[src/rtl/prog_loader_pkg.sv]
// Shared types and constants for the boot-time program loader.
package prog_loader_pkg;

    typedef enum logic [2:0] {
        S_CNT_LO,
        S_CNT_HI,
        S_DATA,
        S_RUN,
        S_ERR
    } state_t;

    localparam int HDR_BYTES  = 2;  // little-endian 16-bit word count
    localparam int WORD_BYTES = 4;  // bytes per instruction word

endpackage

[src/rtl/prog_loader_byte_packer.sv]
// Little-endian byte-to-word assembler. The first three bytes of a word are
// held in a shift register; the fourth byte is merged combinationally so
// the assembled word and its valid pulse appear in the same cycle the last
// byte is accepted.
module byte_packer
    import prog_loader_pkg::*;
(
    input  logic        clk,
    input  logic        reset,
    input  logic        clear,
    input  logic        byte_en,
    input  logic [7:0]  in_byte,
    output logic [31:0] word,
    output logic        word_valid
);

    localparam int BW = $clog2(WORD_BYTES);
    localparam int LW = 8 * (WORD_BYTES - 1);

    logic [BW-1:0] byte_idx;
    logic [LW-1:0] low_bytes;

    // Shift new bytes in from the top so byte 0 ends up in the lowest lane.
    always_ff @(posedge clk) begin
        if (reset || clear) begin
            byte_idx  <= '0;
            low_bytes <= '0;
        end else if (byte_en) begin
            byte_idx  <= byte_idx + BW'(1);
            low_bytes <= {in_byte, low_bytes[LW-1:8]};
        end
    end

    assign word       = {in_byte, low_bytes};
    assign word_valid = byte_en && (byte_idx == BW'(WORD_BYTES - 1));

endmodule

[src/rtl/prog_loader.sv]
// Boot-time program loader: parses a 2-byte word-count header, assembles
// little-endian instruction words, writes them to instruction memory at
// consecutive addresses and releases the core once the last word lands.
module prog_loader
    import prog_loader_pkg::*;
#(
    parameter int          DEPTH_WORDS = 64,
    parameter logic [31:0] BASE_ADDR   = 32'h0000_0000
) (
    input  logic        clk,
    input  logic        reset,
    input  logic        in_valid,
    input  logic [7:0]  in_byte,
    output logic        in_ready,
    output logic        imem_we,
    output logic [31:0] imem_addr,
    output logic [31:0] imem_wdata,
    output logic        core_reset,
    output logic        done,
    output logic        error
);

    localparam int IW = $clog2(DEPTH_WORDS + 1);

    state_t        state, state_nxt;
    logic [7:0]    cnt_lo;
    logic [IW-1:0] cnt_words;
    logic [IW-1:0] word_idx;
    logic [15:0]   hdr_cnt;
    logic          hdr_bad;
    logic          accept;
    logic          pk_clear;
    logic          pk_en;
    logic [31:0]   word;
    logic          word_valid;
    logic          last_word;

    // Loading states take bytes unconditionally; the reset term keeps
    // in_ready low during the reset cycle itself.
    assign in_ready  = !reset && (state == S_CNT_LO || state == S_CNT_HI || state == S_DATA);
    assign accept    = in_valid && in_ready;
    assign hdr_cnt   = {in_byte, cnt_lo};
    assign hdr_bad   = (hdr_cnt == 16'd0) || (hdr_cnt > 16'(DEPTH_WORDS));
    assign pk_clear  = accept && (state == S_CNT_HI);
    assign pk_en     = accept && (state == S_DATA);
    assign last_word = word_valid && ((word_idx + IW'(1)) == cnt_words);

    byte_packer u_packer (
        .clk        (clk),
        .reset      (reset),
        .clear      (pk_clear),
        .byte_en    (pk_en),
        .in_byte    (in_byte),
        .word       (word),
        .word_valid (word_valid)
    );

    // State register.
    always_ff @(posedge clk) begin
        if (reset) state <= S_CNT_LO;
        else       state <= state_nxt;
    end

    // Next-state and status outputs.
    always_comb begin
        state_nxt  = state;
        core_reset = 1'b1;
        done       = 1'b0;
        error      = 1'b0;
        case (state)
            S_CNT_LO: if (accept) state_nxt = S_CNT_HI;
            S_CNT_HI: if (accept) state_nxt = hdr_bad ? S_ERR : S_DATA;
            S_DATA:   if (last_word) state_nxt = S_RUN;
            S_RUN: begin
                core_reset = 1'b0;
                done       = 1'b1;
            end
            S_ERR:    error = 1'b1;
            default:  state_nxt = S_CNT_LO;
        endcase
    end

    // Header capture and word index bookkeeping.
    always_ff @(posedge clk) begin
        if (reset) begin
            cnt_lo    <= '0;
            cnt_words <= '0;
            word_idx  <= '0;
        end else begin
            if (accept && state == S_CNT_LO) cnt_lo <= in_byte;
            if (pk_clear) begin
                cnt_words <= IW'(hdr_cnt);
                word_idx  <= '0;
            end else if (word_valid) begin
                word_idx  <= word_idx + IW'(1);
            end
        end
    end

    // Registered write port; address and data hold between strobes.
    always_ff @(posedge clk) begin
        if (reset) begin
            imem_we    <= 1'b0;
            imem_addr  <= BASE_ADDR;
            imem_wdata <= '0;
        end else begin
            imem_we <= word_valid;
            if (word_valid) begin
                imem_addr  <= BASE_ADDR + {{(30-IW){1'b0}}, word_idx, 2'b00};
                imem_wdata <= word;
            end
        end
    end

endmodule

[config.mk]
export PLATFORM = sky130hd
export DESIGN_NAME = prog_loader
export DESIGN_NICKNAME = d
export VERILOG_FILES = /design/src/rtl/prog_loader_pkg.sv /design/src/rtl/prog_loader_byte_packer.sv /design/src/rtl/prog_loader.sv
export SDC_FILE = /design/constraint.sdc
export NUM_CORES = 1
export LEC_CHECK = 0
export ABC_AREA = 1
export CAP_MARGIN = 20
export CORE_MARGIN = 2
export CORE_UTILIZATION = 50
export CTS_BUF_LIST = sky130_fd_sc_hd__clkbuf_16
export DETAILED_ROUTE_END_ITERATION = 8
export PLACE_DENSITY_LB_ADDON = 0.25
export SETUP_SLACK_MARGIN = 0.02
export SLEW_MARGIN = 10
export SYNTH_ARGS = -nofsm -noshare
export SYNTH_HDL_FRONTEND = slang
export SYNTH_HIERARCHICAL = 1
export SYNTH_SLANG_ARGS = --single-unit
[constraint.sdc]
create_clock -name clk -period 6.9 [get_ports clk]
set_input_delay 2.07 -clock clk [delete_from_list [all_inputs] [get_ports clk]]
set_output_delay 2.07 -clock clk [all_outputs]
set_load 0.005 [all_outputs]
# After elaboration in Yosys (flattened, before gate mapping)
# Index checks and enable logic that the tools add are counted.
# classes
bitwise	1
add_sub_neg	2
magnitude_cmp	1
eq_ne	9
reduce_logical	17
n_mux	8
# op_table
op	n
> comparator 16 x 7 -> 1 bit, second input constant	1
zero test 16 bit	1
two-way mux 3 bit	4
one-hot mux 3 bit (4 select lines)	1
adder 7 x 1 -> 7 bit, second input constant	1
equality test 7 bit	1
logical AND 1 bit	7
equality test 3 x 2 -> 1 bit, second input constant	2
!= test 2 bit, second input constant	3
logical OR 1 bit	4
AND reduction 4 bit	1
OR reduction 2 bit	2
equality test 3 x 1 -> 1 bit, second input constant	1
equality test 3 bit, second input constant	1
zero test 3 bit	1
two-way mux 1 bit	3
adder 2 x 1 -> 2 bit, second input constant	1
equality test 2 bit, second input constant	1
zero test 1 bit	1
inverter 1 bit	1
# totals
inputBits	11
word_cells	47
register_bits	91
out_inout_bits	69

# Longest topological paths before layout
# logic_depth
word_depth	10
depth_mapped	20
mapped_depth_nobuf	18

# Modules after synthesis
# Netlist, hierarchy kept.
# modules_own_cells
mod	area_each_um2	cells_per_inst	instances	seq_area_each_um2
prog_loader	2891.5	399	1	1301.2
byte_packer	1162.4	175	1	520.5

# Least setup slack after synthesis
# No wires, ideal clock.
# synth_path
path_kind	input port to output port
startpoint	in reset
endpoint	out in_ready
n_path_buf	0
t_arrival_ns	2.176
path_slack_ns	2.654
required_time_ns	4.830
path_stages	1
path_cell_list	nor2_1
# synth_via
elab_chain_len	2
# synth_lines
item	line	source
from (decl)	prog_loader.sv:11	input logic reset,
zero test 1 bit	prog_loader.sv:40	assign in_ready = !reset && (state == S_CNT_LO || state == S_CNT_HI || state == S_DATA);
logical AND 1 bit	prog_loader.sv:40	
to (decl)	prog_loader.sv:14	output logic in_ready,
# No other way between the ends.

# Worst setup path after layout
# Same ends and word-level chain as after synthesis.

==> impl_results.html <==
<table>
<tr><th>Metric</th><th>Value</th></tr>
<tr><th colspan="2">Setup path</th></tr>
<tr><td>CP Cell Sequence</td><td>clkdlybuf4s50_1 -&gt; nor2_1 -&gt; clkdlybuf4s50_1</td></tr>
<tr><td>Crit Path Max Fanout</td><td>7</td></tr>
<tr><td>Beginning of the worst register-to-register path</td><td>state[0]$_SDFFE_PP0P_</td></tr>
<tr><td>CP endpoint kind</td><td>output pin</td></tr>
<tr><td>Startpoint Class</td><td>primary input</td></tr>
<tr><td>Critical path origin</td><td>reset</td></tr>
<tr><td>Largest incremental delay on the critical path</td><td>0.58 ns</td></tr>
<tr><td>Slowest stage cell on the critical path</td><td>clkdlybuf4s50_1</td></tr>
<tr><td>Endpoint required time on the critical path</td><td>4.83 ns</td></tr>
<tr><td>Class of the most critical setup path</td><td>in2out</td></tr>
<tr><td>Most common cell on crit path</td><td>clkdlybuf4s50_1</td></tr>
<tr><td>Crit path max-delay family</td><td>buffers and inverters</td></tr>
<tr><td>Worst path buffer plus inverter count</td><td>2</td></tr>
<tr><td>Data arrival, critical path</td><td>3.34 ns</td></tr>
<tr><th colspan="2">Final layout</th></tr>
<tr><td>Number of diodes added for antenna fixing</td><td>0</td></tr>
<tr><td>Area taken by flip-flops and latches</td><td>1820 um2</td></tr>
<tr><td>Post-layout net count</td><td>619</td></tr>
<tr><td>Post-Layout Cell Count</td><td>713</td></tr>
<tr><td>Layout cells sized above 1</td><td>5.40%</td></tr>
<tr><td>Syn-to-layout area delta</td><td>18.0%</td></tr>
<tr><td>Area of combinational cells with multiple inputs</td><td>1710 um2</td></tr>
<tr><td>Commonest non-fill, non-tap cells in the layout</td><td>131 x nor2_1, 100 x nand2_1, 91 x dfxtp_1, 57 x inv_1, 54 x clkdlybuf4s50_1</td></tr>
<tr><td>Commonest non-fill, non-tap cell in the layout</td><td>nor2_1</td></tr>
<tr><td>Number of filler instances in the final layout</td><td>745</td></tr>
<tr><th colspan="2">Power</th></tr>
<tr><td>Leakage power total</td><td>2.04 nW</td></tr>
<tr><td>Worst IR Drop VDD</td><td>0.138 mV</td></tr>
<tr><td>PD cells</td><td>284 nW/um2</td></tr>
<tr><td>Total design power</td><td>1.36 mW</td></tr>
<tr><th colspan="2">Min path</th></tr>
<tr><td>Hold crit path type</td><td>reg2reg</td></tr>
<tr><td>Startpoint of the lowest-slack hold path</td><td>cnt_words[1]$_SDFFE_PP0P_</td></tr>
<tr><th colspan="2">Global routing</th></tr>
<tr><td>Pin count of the biggest net entering global routing</td><td>54</td></tr>
<tr><td>Global-route usage over all layers</td><td>19.9%</td></tr>
<tr><td>Total grt overflow</td><td>0</td></tr>
<tr><td>First-pass GRT wire length</td><td>14100 um</td></tr>
<tr><td>Number of antenna violations at the first check in global routing</td><td>0</td></tr>
<tr><td>Vias in the first global route</td><td>3092</td></tr>
<tr><th colspan="2">Synth</th></tr>
<tr><td>Netlist area before placement</td><td>4050 um2</td></tr>
<tr><td>Post-synthesis share of cell area spent on and, or, nand and nor gates</td><td>27.6%</td></tr>
<tr><td>XOR/XNOR Fraction of Synth Area</td><td>0.216%</td></tr>
<tr><td>Count of state elements after synthesis</td><td>91</td></tr>
<tr><td>Complex-gate fraction of the synthesized area</td><td>11.2%</td></tr>
<tr><td>Gate count after technology mapping</td><td>574</td></tr>
<tr><td>Portion of the post-synthesis area used by sequential elements</td><td>44.9%</td></tr>
<tr><td>Dominant combinational cell family by area after synthesis</td><td>simple AND/OR/NAND/NOR gates</td></tr>
<tr><td>Number of unique standard cell types used by synthesis</td><td>30</td></tr>
<tr><td>Synthesized-area fraction occupied by adder cells</td><td>0.617%</td></tr>
<tr><td>Synth Warn #</td><td>6</td></tr>
<tr><td>Mean Syn Cell Area</td><td>7.06 um2</td></tr>
<tr><td>Share of cell area taken by muxes after synthesis</td><td>0%</td></tr>
<tr><th colspan="2">Clock network</th></tr>
<tr><td>Register clock-pin slew on the reported worst setup and hold paths</td><td>0.06 ns</td></tr>
<tr><td>Clock root buffer</td><td>clkbuf_16</td></tr>
<tr><td>Worst skew pair latency</td><td>0.33 ns</td></tr>
<tr><td>Clock buffer count from CTS</td><td>9</td></tr>
<tr><td>Clock sink total</td><td>91</td></tr>
<tr><td>Clk buf depth</td><td>2</td></tr>
<tr><td>Clock tree from TritonCTS</td><td>done</td></tr>
<tr><td>Post-CTS Setup Inserts</td><td>0</td></tr>
<tr><td>Number of instances resized during post-cts repair</td><td>0</td></tr>
<tr><td>Post-cts hold buffer count</td><td>0</td></tr>
<tr><td>Deepest level of the CTS H-tree</td><td>3</td></tr>
<tr><th colspan="2">Floorplan</th></tr>
<tr><td>Number of placement rows</td><td>32</td></tr>
<tr><td>Die outline height</td><td>94.0 um</td></tr>
<tr><td>Full die area</td><td>8840 um2</td></tr>
<tr><td>Die Wd</td><td>94.0 um</td></tr>
<tr><td>Initial core utilization</td><td>51.9%</td></tr>
<tr><td>Boundary pin count</td><td>80</td></tr>
<tr><td>Placeable core region</td><td>7810 um2</td></tr>
<tr><th colspan="2">Drt</th></tr>
<tr><td>Via Count</td><td>3413</td></tr>
<tr><td>Average wire per standard cell</td><td>11.7 um</td></tr>
<tr><td>Number of antenna-violating nets in the routed design</td><td>0</td></tr>
<tr><td>Post-route DRC violation count</td><td>0</td></tr>
<tr><td>Drt first-iter violations</td><td>157</td></tr>
<tr><td>Sum of routed wire length over all layers</td><td>8360 um</td></tr>
<tr><td>Average vias per placed instance</td><td>4.79</td></tr>
<tr><td>Total iterations of the first detailed-routing run</td><td>4</td></tr>
<tr><th colspan="2">Timing</th></tr>
<tr><td>Minimum hold slack</td><td>0.470 ns</td></tr>
<tr><td>Total Negative Setup Slacks</td><td>0 ns</td></tr>
<tr><td>Worst relative slew slack</td><td>47.5%</td></tr>
<tr><td>Clk_skew</td><td>0.00787 ns</td></tr>
<tr><td>Final setup viols</td><td>0</td></tr>
<tr><td>Pin slew with the least headroom to its limit</td><td>0.787 ns</td></tr>
<tr><td>Final Hold Fails</td><td>0</td></tr>
<tr><td>Timing-limited maximum frequency</td><td>185 MHz</td></tr>
<tr><td>Setup repair after global routing missed its margin</td><td>false</td></tr>
<tr><td>Post-route clock period utilization</td><td>78.4%</td></tr>
<tr><td>Final worst path period need</td><td>5.41 ns</td></tr>
<tr><td>Number of max-slew violations in the final report</td><td>0</td></tr>
<tr><th colspan="2">Outcome</th></tr>
<tr><td>Result of the run</td><td>completed</td></tr>
<tr><th colspan="2">Run</th></tr>
<tr><td># Max-Cap Violations</td><td>0</td></tr>
<tr><th colspan="2">Placement</th></tr>
<tr><td>Inst Count DP</td><td>697</td></tr>
<tr><td># port buffers</td><td>54</td></tr>
<tr><td>Placed wire-length estimate after detailed placement</td><td>5560 um</td></tr>
<tr><td>Gp weighted congestion</td><td>0.765</td></tr>
</table>
[routing by layer]
| layer | global-route usage (%) | vias to the layer above | wire length (um) |
|---|---|---|---|
| li1 | - | 1789 | - |
| met1 | 26.4 | 1519 | 3940 |
| met2 | 32.2 | 97 | 3910 |
| met3 | 4.49 | 8 | 431 |
| met4 | 6.40 | 0 | 82 |
| met5 | 0 | - | 0 |
[sequential cells by signal (all words and copies together) (netlist names)]
name                flops
imem_wdata             32
u_packer/low_bytes     24
cnt_lo                  8
cnt_words               7
imem_addr               7
word_idx                7
state                   3
u_packer/byte_idx       2
imem_we                 1
[area by class of cell]
| class | count | share of cell area (%) |
|---|---|---|
| flip-flops and latches | 91 | 38.1 |
| multi-input cells | 388 | 35.7 |
| repair buffers | 57 | 11.8 |
| clock buffers | 9 | 4.71 |
| inverters | 59 | 4.63 |
| well taps | 102 | 2.67 |
| clock inverters | 7 | 2.41 |
[Yosys cell counts (all sizes together)]
master,count,area share [%]
nor2,137,13
nand2,103,9.7
dfxtp,91,45
inv,58,5.4
o21ai,56,7.1
buf,47,8.7
a21oi,29,3.8
nand3,26,3.3
clkbuf,13,1.2
nand4,3,0.46
nor3b,3,0.83
ha,2,0.62
clkinv,1,0.093
conb,1,0.093
nor3,1,0.12
o21bai,1,0.19
o22ai,1,0.15
xnor2,1,0.22
[power breakdown]
group,internal (mW),switching [mW]
Combinational,0.0766,0.133
Clock,0.353,0.199
Sequential,0.566,0.0306
[metrics by stage]
| stage | setup WS, ns | utilization, % | instance area, um2 |
|---|---|---|---|
| finish | 1.49 | 61.3 | 4780 |
| global route | 1.45 | 61.3 | 4780 |
| CTS | 1.48 | 61.3 | 4780 |
| detailed placement | 1.49 | 56.9 | 4440 |
| global placement | 1.52 | 56.9 | 4440 |
| floorplan | 2.65 | - | 4140 |
[kinds of logic (layout without fill, tap and decap cells)]
family,after synthesis,after routing
other,1,25
XOR/XNOR,1,1
AND/OR/NAND/NOR,273,273
AO/OA/AOI/OAI,87,87
buffers and inverters,119,132
flip-flops,91,91
adder cells (fa/ha/maj),2,2
[worst paths after layout]
check,end,slack (ns),cells after the start
hold reg to reg,cnt_words[1]$_SDFFE_PP0P_,0.47,2
setup reg to reg,state[1]$_SDFFE_PP0P_,3.71,20
setup / recovery,in_ready,1.49,3
hold / removal,cnt_words[1]$_SDFFE_PP0P_,0.47,2
[worst register-to-register path: cells and delay by family (launching register included)]
| kind | cells | cell delay, ns |
|---|---|---|
| compound gates | 2 | 0.22 |
| buf+inv | 5 | 1.05 |
| flops | 1 | 0.36 |
| simple gates | 13 | 1.44 |
(Power assumes the default switching activity.)
